$ cat config.mk
export PLATFORM = sky130hd
export DESIGN_NAME = regfile_mp
export DESIGN_NICKNAME = d
export VERILOG_FILES = /design/src/rtl/regfile_mp.sv
export SDC_FILE = /design/constraint.sdc
export NUM_CORES = 1
export LEC_CHECK = 0
export CORE_UTILIZATION = 53
export DETAILED_ROUTE_END_ITERATION = 12
export GPL_TIMING_DRIVEN = 0
export PLACE_DENSITY = 0.81
export REMOVE_ABC_BUFFERS = 1
export SLEW_MARGIN = 20
export SYNTH_ARGS = -nofsm -noshare
export SYNTH_HDL_FRONTEND = slang
export SYNTH_SLANG_ARGS = --single-unit
$ cat constraint.sdc
create_clock -name clk -period 5.3 [get_ports clk]
set_clock_uncertainty 0.15 [all_clocks]
set_input_delay 1.325 -clock clk [delete_from_list [all_inputs] [get_ports clk]]
set_output_delay 1.325 -clock clk [all_outputs]
set_load 0.005 [all_outputs]
$ cat src/rtl/regfile_mp.sv
`timescale 1ns/1ps
// -----------------------------------------------------------------------------
// RegfileMp (module regfile_mp)
// Purpose : WIDTH x DEPTH register file with one synchronous write port, two
//           independent combinational read ports (A and B) and a hardware
//           clear sequencer that zeroes every register over DEPTH cycles.
//           A sticky flag records any write discarded because of a sweep.
// Ports   : clk         rising-edge clock
//           reset       asynchronous active-high reset
//           data_in     write data
//           writenum    write register index
//           write       write enable (sampled at posedge clk)
//           readnum_a   read port A index
//           readnum_b   read port B index
//           data_out_a  contents of reg[readnum_a] (combinational)
//           data_out_b  contents of reg[readnum_b] (combinational)
//           clear       request a clear sweep (sampled at posedge clk)
//           busy        high while the sweep is running
//           done        one-cycle pulse after the last register is cleared
//           wr_dropped  sticky flag: a write was discarded due to a sweep
// Config  : define REGFILE_BYPASS_EN to forward an accepted same-cycle write
//           straight to a read port whose index matches writenum.
// -----------------------------------------------------------------------------
module regfile_mp #(
  parameter int WIDTH = 16,
  parameter int DEPTH = 8,
  localparam int AW = $clog2(DEPTH)
) (
  input  logic             clk,
  input  logic             reset,
  input  logic [WIDTH-1:0] data_in,
  input  logic [AW-1:0]    writenum,
  input  logic             write,
  input  logic [AW-1:0]    readnum_a,
  input  logic [AW-1:0]    readnum_b,
  output logic [WIDTH-1:0] data_out_a,
  output logic [WIDTH-1:0] data_out_b,
  input  logic             clear,
  output logic             busy,
  output logic             done,
  output logic             wr_dropped
);

  typedef enum logic {
    S_IDLE,
    S_SWEEP
  } state_t;

  state_t           r_state;
  state_t           w_nextState;
  logic [AW-1:0]    r_cnt;
  logic [WIDTH-1:0] r_regs [DEPTH];
  logic             r_done;
  logic             r_dropped;

  logic             w_wrAccept;
  logic             w_wrDrop;
  logic             w_lastSweep;

  // A write lands only when idle and no clear competes with it; any other
  // write request is a dropped write.
  assign w_wrAccept  = (r_state == S_IDLE) && write && !clear;
  assign w_wrDrop    = write && ((r_state == S_SWEEP) || clear);
  assign w_lastSweep = (r_state == S_SWEEP) && (r_cnt == AW'(DEPTH - 1));

  // State register for the clear sequencer.
  always_ff @(posedge clk or posedge reset) begin
    if (reset) begin
      r_state <= S_IDLE;
    end else begin
      r_state <= w_nextState;
    end
  end

  // Next-state logic: clear starts a sweep from idle only; a clear seen while
  // sweeping is ignored so the sweep never restarts.
  always_comb begin
    w_nextState = r_state;
    case (r_state)
      S_IDLE:  if (clear) w_nextState = S_SWEEP;
      S_SWEEP: if (w_lastSweep) w_nextState = S_IDLE;
      default: w_nextState = S_IDLE;
    endcase
  end

  // Sweep counter starts at zero on entry and is forced back to zero on exit
  // so the next sweep always begins at register 0.
  always_ff @(posedge clk or posedge reset) begin
    if (reset) begin
      r_cnt <= '0;
    end else if (r_state == S_SWEEP) begin
      r_cnt <= w_lastSweep ? '0 : r_cnt + 1'b1;
    end else begin
      r_cnt <= '0;
    end
  end

  // Storage: the sweep zeroes one register per edge; otherwise an accepted
  // write updates the addressed register.
  always_ff @(posedge clk or posedge reset) begin
    if (reset) begin
      for (int i = 0; i < DEPTH; i++) begin
        r_regs[i] <= '0;
      end
    end else if (r_state == S_SWEEP) begin
      r_regs[r_cnt] <= '0;
    end else if (w_wrAccept) begin
      r_regs[writenum] <= data_in;
    end
  end

  // done pulses for the single cycle after the final register is cleared;
  // wr_dropped is sticky until reset.
  always_ff @(posedge clk or posedge reset) begin
    if (reset) begin
      r_done    <= 1'b0;
      r_dropped <= 1'b0;
    end else begin
      r_done <= w_lastSweep;
      if (w_wrDrop) begin
        r_dropped <= 1'b1;
      end
    end
  end

  assign busy       = (r_state == S_SWEEP);
  assign done       = r_done;
  assign wr_dropped = r_dropped;

`ifdef REGFILE_BYPASS_EN
  // Write-through forwarding: only accepted writes are forwarded.
  assign data_out_a = (w_wrAccept && (writenum == readnum_a)) ? data_in : r_regs[readnum_a];
  assign data_out_b = (w_wrAccept && (writenum == readnum_b)) ? data_in : r_regs[readnum_b];
`else
  assign data_out_a = r_regs[readnum_a];
  assign data_out_b = r_regs[readnum_b];
`endif

endmodule
Word level (Yosys, flattened, before mapping)
Cells that the tools add are included.
{ "word_totals": {"word_cells": 54, "output_inout_bits": 35, "register_bits": 134} }
{ "op_classes": {"n_reduce_logical": 9, "add_sub_neg": 1, "n_mux": 18, "n_eq_ne": 1, "n_lt_le_gt_ge": 6, "bitwise_logic": 7} }
{ "op_table": {"columns": ["op", "count"], "rows": [
  ["$mux 128", 2],
  ["$and 128x128->128", 1],
  ["$bwmux 128", 1],
  ["$not 128->128", 1],
  ["$bmux 16 s3", 2],
  ["$demux 16 s3", 2],
  ["$mux 16", 6],
  ["$ge 4x4->1 const B", 4],
  ["$not 3->4", 4],
  ["$lt 4x1->1 const B", 2],
  ["$logic_and 1x1->1", 6],
  ["$mux 3", 2],
  ["$add 3x1->3 const B", 1],
  ["$eq 3x3->1 const B", 1],
  ["$mux 1", 2],
  ["$pmux 1 s2", 1],
  ["$reduce_bool 2->1", 1],
  ["$logic_not 1->1", 1],
  ["$logic_or 1x1->1", 1],
  ["$not 1->1", 1]
]} }

Depth between registers and ports, before layout
Gate-level depths: netlist of run 1.
{ "depth": {"word_depth": 8, "mapped_depth": 6} }

Least setup slack after synthesis of run 1
Ideal clock, no wire load.
{ "synth_timing": {"path_kind": "input-to-output", "from": "in readnum_a[0]", "to": "out data_out_a[0]", "stages": 4, "path_slack_ps": 1190, "n_path_buf": 2, "arrival_time_ps": 2635, "cell_sequence": "clkbuf_1 -> buf_2 -> mux4_2 -> mux2_2"} }
{ "synth_between": {"elab_chain_cells": 4} }
{ "synth_lines": {"columns": ["element", "line", "rtl"], "rows": [
  ["start: declaration", "34", "input logic [AW-1:0] readnum_a,"],
  ["$not 3->4 (implied by the code)", "135", "assign data_out_a = r_regs[readnum_a];"],
  ["$bmux 16 s3", "135", null],
  ["$mux 16 (implied by the code) (2 in a row)", "135", null],
  ["end: declaration", "36", "output logic [WIDTH-1:0] data_out_a,"]
]} }
Every way passes these cells. The select of a mux whose other input is x is not followed.

Worst setup path after layout of run 1
{ "layout_timing": {"from": "in readnum_a[1]", "to": "out data_out_a[5]"} }
Same word-level chain as after synthesis.

==> results.md, run 1 <==
- Combinational Power Share: 29.8%
- Post-synth EDFFs: 0
- Cell chain of the critical path: clkdlybuf4s50_1 > mux2_2 > clkdlybuf4s50_1
- Peak supply drop: 0.303 mV
- # setup viols final: 0
- Largest net degree at the start of global routing: 88
- Final max-slew violation count: 0
- Sw frac: 31.3%
- Hold/Removal Path Class: reg -> reg
- WP buf/inv: 2
- Post-route cell area: 0.00894 mm²
- Inserted Clock Buffers: 17
- Placed cells: 785
- Die height: 121 µm
- Slew headroom: 20.3%
- Area leader, netlist: dfrtp_1
- FFs w/ async S/R, synth: 100%
- Worst setup SP type: primary input
- Total Routing Usage GR: 30.1%
- Vias: 5264
- PwrDens: 458 mW/mm²
- Sequential fraction of the synthesis area: 44.8%
- Met1 WL: 8.07 mm
- Clock sinks: 134
- Placed inst area: 0.00825 mm²
- Port buffer count: 63
- Synth Instances: 581
- Synth top area share: 44.8%
- DRC viols: 0
- Min Tclk post-route: 4.99 ns
- Synth cell count leaders: dfrtp_1, nand2_1, mux2i_1
- Power Total: 4.10 mW
- Top post-synthesis cells by area: dfrtp_1, mux4_2, mux2i_1
- Top cell by count, worst path: clkdlybuf4s50_1
- First-pass GRT wire length: 31.3 mm
- Syn avg cell area: 12.9 µm²
- Cell with the most instances after synthesis: dfrtp_1
- Cts hold-fix bufs: 0
- N_diodes: 0
- Switching Power: 1.28 mW
- Htree depth: 4
- Antenna viol nets, final: 0
- Worst slew pin tran: 1.19 ns
- Setup bufs post-CTS: 0
- Met2 Routed Length: 10.3 mm
- P_leak: 3.89 nW
- CP top delay family: buffers and inverters
- WL final: 20.6 mm
- DR top layer: met4
- Post-synthesis register bit count: 134
- YS warnings: 0
- RSZ-0062 raised after global routing: false
- Max incr delay on CP: 1.26 ns
- Clk pwr share: 31.4%
- Clock latency on the worst-skew pair: 0.43 ns
- Met3 wire len: 1.55 mm
- Final HPWL DP: 11.5 mm
- Internal power consumption: 2.81 mW
- Synthesized area: 0.00748 mm²
- Starting Density: 54.1%
- Final cell count without fillers: 820
- Dominant synthesized flop cell: dfrtp_1
- Fin util: 64.7%
- Area Growth Syn to Fin: 19.5%
- TNS Setup: 0 ns
- 1st-pass router iterations: 5
- Worst EP required: 3.83 ns
- Slowest cell on crit path: clkdlybuf4s50_1
- Final hold violation count: 0
- WP data arrival: 3.51 ns
- Outcome: completed
- Hold slack final: 0.331 ns
- Initial antenna violation count: 0
- Die width: 121 µm
- Core footprint: 0.0138 mm²
- Fraction of layout instances using a drive strength above 1: 23.3%
- Reg power frac: 38.8%
- Kind of critical path: in -> out
- Final Net Count: 658
- Final GP Congestion: 0.718
- Post-CTS sizing: 0
- Setup WS pre-CTS: 0.370 ns
- Row cnt: 43
- I/O pins: 64
- Remaining Overflow, GRT: 0
- Longest Clk Path Bufs: 2
- Avg WL per Cell: 25.1 µm
- Final setup margin: 0.312 ns
- Distinct cells, synth: 31
- Root buffer cell: clkbuf_16
- DR vias/cell: 6.42
- Max_cap viols: 0
- CP endpoint kind: output port
- Vias in the first global route: 5583
- Die ar.: 0.0146 mm²
- F_max: 200 MHz
- Largest fanout on the critical path: 16
- Reg clk slew, reported paths: 0.05 ns
- CTS tree: done
- Starting DRT DRC Count: 408
- Final Cycle Share: 94.1%
-- layout make-up --
class / count / area [µm²]
clock buffer: 25 / 505
clock inverter: 7 / 140
fill: 966 / 4880
inverter: 17 / 68.8
multi-input combinational: 384 / 3850
sequential: 134 / 3350
tap: 180 / 225
timing repair buffer: 73 / 797
-- registers in the layout (all words and copies together) (netlist names) --
name / cells
r_regs: 128
r_cnt: 3
busy: 1
done: 1
wr_dropped: 1
-- metal layers --
| metal | global-route usage, % | vias up |
|---|---|---|
| met5 | 0 | - |
| met4 | 15.3 | 0 |
| met3 | 6.60 | 62 |
| met2 | 48.1 | 267 |
| met1 | 38.9 | 2737 |
| li1 | - | 2198 |
-- power by group through the flow --
stage / combinational [mW] / sequential [mW] / clock, mW
after global placement: 1.11 / 1.54 / 0
after global routing: 1.31 / 1.62 / 1.34
after floorplan: 0.719 / 1.50 / 0
after detailed placement: 1.17 / 1.58 / 0
final: 1.22 / 1.59 / 1.28
after CTS: 1.19 / 1.57 / 1.29
-- logic make-up (layout without fill, tap and decap cells) --
group	after synthesis	count (layout)	share of synthesized area, %
and+or+nand+nor	157	157	9.63
DFF	134	134	44.8
buffers and inverters	63	122	3.95
adders and majority gates	2	2	0.334
AOI/OAI and AO/OA	1	1	0.0668
muxes	224	224	41.2
-- cell usage in the layout, fill, tap and decap left out, types with 2 or more instances in the layout --
| cell type | synthesis | final |
|---|---|---|
| buf_4 | 3 | 2 |
| or4bb_1 | 2 | 2 |
| clkbuf_1 | 20 | 3 |
| buf_12 | 0 | 2 |
| ha_1 | 2 | 2 |
| nor3_4 | 2 | 2 |
| nor3b_1 | 2 | 2 |
| mux2_2 | 32 | 32 |
| nand4b_1 | 3 | 3 |
| clkbuf_16 | 0 | 17 |
| buf_2 | 13 | 2 |
| bufinv_16 | 0 | 4 |
| clkbuf_8 | 0 | 5 |
| buf_16 | 0 | 2 |
| buf_8 | 0 | 5 |
| nand2_1 | 129 | 129 |
| nand3b_1 | 2 | 2 |
| mux2i_1 | 128 | 128 |
| nor2_4 | 2 | 4 |
| mux4_2 | 64 | 64 |
| clkdlybuf4s50_1 | 0 | 59 |
| nor2_1 | 2 | 2 |
| inv_1 | 17 | 16 |
| clkinvlp_4 | 0 | 2 |
| and3b_1 | 2 | 2 |
| dfrtp_1 | 134 | 134 |
-- final timing paths --
kind | from | to | slack [ns] | cells past startpoint
worst max-delay path | readnum_a[1] | data_out_a[5] | 0.31 | 3
worst min-delay path | wr_dropped | wr_dropped | 0.33 | 1
worst max register to register | busy | r_regs[47] | 2.78 | 4
worst min register to register | wr_dropped | wr_dropped | 0.33 | 1
max in group asynchronous | reset | r_regs[77] | 3.09 | 3
min in group asynchronous | reset | r_regs[28] | 1.14 | 2
(Power assumes the default switching activity.)
==> run 2: changes to the inputs <==
--- a/config.mk
+++ b/config.mk
@@ -9,7 +9,6 @@
 export DETAILED_ROUTE_END_ITERATION = 12
 export GPL_TIMING_DRIVEN = 0
 export PLACE_DENSITY = 0.81
-export REMOVE_ABC_BUFFERS = 1
 export SLEW_MARGIN = 20
 export SYNTH_ARGS = -nofsm -noshare
 export SYNTH_HDL_FRONTEND = slang
==> results.md, run 2 (same netlist as run 1, synthesis figures left out) <==
- Outcome: completed
- Min-Delay Startpoint: wr_dropped
- Port buffer count: 57 (-9.5%)
- Starting Density: 54.1% (unchanged)
- DR vias/cell: 6.22 (-3.0%)
- CP endpoint kind: output port
- Cts hold-fix bufs: 0 (unchanged)
- Reg2reg start: r_cnt[1]
- Remaining Overflow, GRT: 0 (unchanged)
- WP buf/inv: 3 (+1)
- WL final: 20.3 mm (-1.3%)
- Min Tclk post-route: 4.99 ns (-0.00171 ns)
- Inserted Clock Buffers: 17 (unchanged)
- Worst setup SP type: primary input
- Most frequent cells in the layout: dfrtp_1, nand2_1, mux2i_1
- Register Area: 0.00335 mm² (unchanged)
- DRC viols: 0 (unchanged)
- CTS tree: done
- Hold/Removal Path Class: reg -> reg
- Kind of critical path: in -> out
- Hold slack final: 0.323 ns (-0.00802 ns)
- Power Total: 4.13 mW (+0.83%)
- Initial antenna violation count: 0 (unchanged)
- Max FFs per register: 128 (unchanged)
- Post-CTS sizing: 0 (unchanged)
- Antenna viol nets, final: 0 (unchanged)
- Setup bufs post-CTS: 0 (unchanged)
- N_diodes: 0 (unchanged)
- Slew headroom: 39.0% (+19 points)
- 1st-pass router iterations: 6 (+1)
- Root buffer cell: clkbuf_16
- Post-route cell area: 0.00897 mm² (+0.27%)
- Peak supply drop: 0.331 mV (+9.2%)
- Max incr delay on CP: 0.73 ns (-0.53 ns)
- Avg WL per Cell: 23.8 µm (-4.9%)
- Die ar.: 0.0146 mm² (unchanged)
- Area Growth Syn to Fin: 19.8%
- Final Net Count: 689 (+4.7%)
- Final Cycle Share: 94.1% (about the same)
- Top cell by count, worst path: clkbuf_1
- Row cnt: 43 (unchanged)
- Final HPWL DP: 13.4 mm (+17%)
- Clock sinks: 134 (unchanged)
- Slowest cell on crit path: clkbuf_1
- Fillers: 966 (unchanged)
- R2R depth: 6 (+2)
- Starting DRT DRC Count: 574 (+41%)
- R2R setup slack: 3.01 ns (+0.23 ns)
- Final max-slew violation count: 0 (unchanged)
- I/O pins: 64 (unchanged)
- Placed inst area: 0.00831 mm² (+0.73%)
- First-pass GRT wire length: 31.2 mm (about the same)
- CP top delay family: buffers and inverters
- Fin util: 64.9% (+0.17 points)
- Cell chain of the critical path: clkbuf_1 > clkbuf_1 > mux4_2 > mux2_2 > clkdlybuf4s50_1
- Fraction of layout instances using a drive strength above 1: 23.4% (+0.12 points)
- Largest net degree at the start of global routing: 87 (-1.1%)
- Reg2reg end: r_regs[100]
- Synthesized Nets: 612
- Total Routing Usage GR: 29.8% (-0.35 points)
- Largest reg by FF count: r_regs
- Largest fanout on the critical path: 10 (-6)
- Core footprint: 0.0138 mm² (unchanged)
- Vias: 5297 (+0.63%)
- Longest Clk Path Bufs: 2 (unchanged)
- Most common cell after layout, fill and taps aside: dfrtp_1
- Htree depth: 4 (unchanged)
- Top flop regs: r_regs: 128 flops, r_cnt: 3 flops
- Die width: 121 µm (unchanged)
- Multi-input logic area: 0.00383 mm² (-0.52%)
- Worst EP required: 3.83 ns (about the same)
- Max_cap viols: 0 (unchanged)
- WP data arrival: 3.51 ns (about the same)
- Final hold violation count: 0 (unchanged)
- Worst hold stages: 1 (unchanged)
- Hold endpoint: wr_dropped
- # setup viols final: 0 (unchanged)
- Final GP Congestion: 0.833 (+16%)
- P_leak: 3.91 nW (+0.62%)
- Worst slew pin tran: 0.915 ns (-0.277 ns)
- Die height: 121 µm (unchanged)
- Clock latency on the worst-skew pair: 0.42 ns (about the same)
- Reg clk slew, reported paths: 0.06 ns (about the same)
- Vias in the first global route: 5766 (+3.3%)
- RSZ-0062 raised after global routing: false
- F_max: 201 MHz (about the same)
- PwrDens: 460 mW/mm² (+0.56%)
run 2: cell count changes in the layout (fill, tap and decap cells not counted), moves of 3 or more:
| cell | delta |
|---|---|
| buf_1 | +5 |
| clkbuf_1 | +18 |
| buf_6 | +3 |
| buf_2 | +11 |
| clkbuf_8 | -3 |
| buf_8 | -5 |
run 2: worst max path at each step:
stage / startpoint / to / slack [ns] / cells past startpoint
global route: readnum_b[2] / data_out_b[10] / 0.25 / 5
floorplan: reset / busy / 0.24 / 1
detailed placement: readnum_b[2] / data_out_b[10] / 0.36 / 5
global placement: reset / r_regs[2] / -1.51 / 2
CTS: readnum_b[2] / data_out_b[10] / 0.35 / 5
finish: readnum_b[2] / data_out_b[10] / 0.31 / 5
run 2: worst reg2reg max path: stages (launching register included):
cell	delay, ns
dfrtp_1	0.35
clkbuf_1	0.26
or4bb_1	0.17
clkbuf_1	0.30
clkbuf_1	0.63
nand2_1	0.17
mux2i_1	0.18
run 2: layer usage:
metal / vias up / wire (µm) / global-route usage [%]
li1: 2256 / - / -
met1: 2738 / 8000 / 37.6
met2: 243 / 10200 / 48.2
met3: 60 / 1420 / 7.92
met4: 0 / 710 / 13.4
met5: - / 0 / 0
run 2: area by class of cell:
type                            instances  share of cell area (%)
Clock buffer                           20                    5.09
Multi-Input combinational cell        384                    42.8
Buffer                                 46                    2.58
Tap cell                              180                    2.51
Inverter                               17                   0.795
Sequential cell                       134                    37.4
Timing Repair Buffer                   58                    6.67
Clock inverter                         12                    2.20
run 2: stage by stage:
step                worst slack (ns)  cells  setup TNS [ns]
floorplan                      0.242    581               0
CTS                            0.355    851               0
detailed placement             0.358    819               0
global route                   0.254    851               0
global placement               -1.51    818         -202.27
finish                         0.314    851               0
run 2: where the power goes:
part | leakage (nW) | internal, mW | switching, mW
Combinational | 1.77 | 0.645 | 0.596
Sequential | 1.82 | 1.33 | 0.240
Clock | 0.317 | 0.860 | 0.462
Total | 3.91 | 2.83 | 1.30
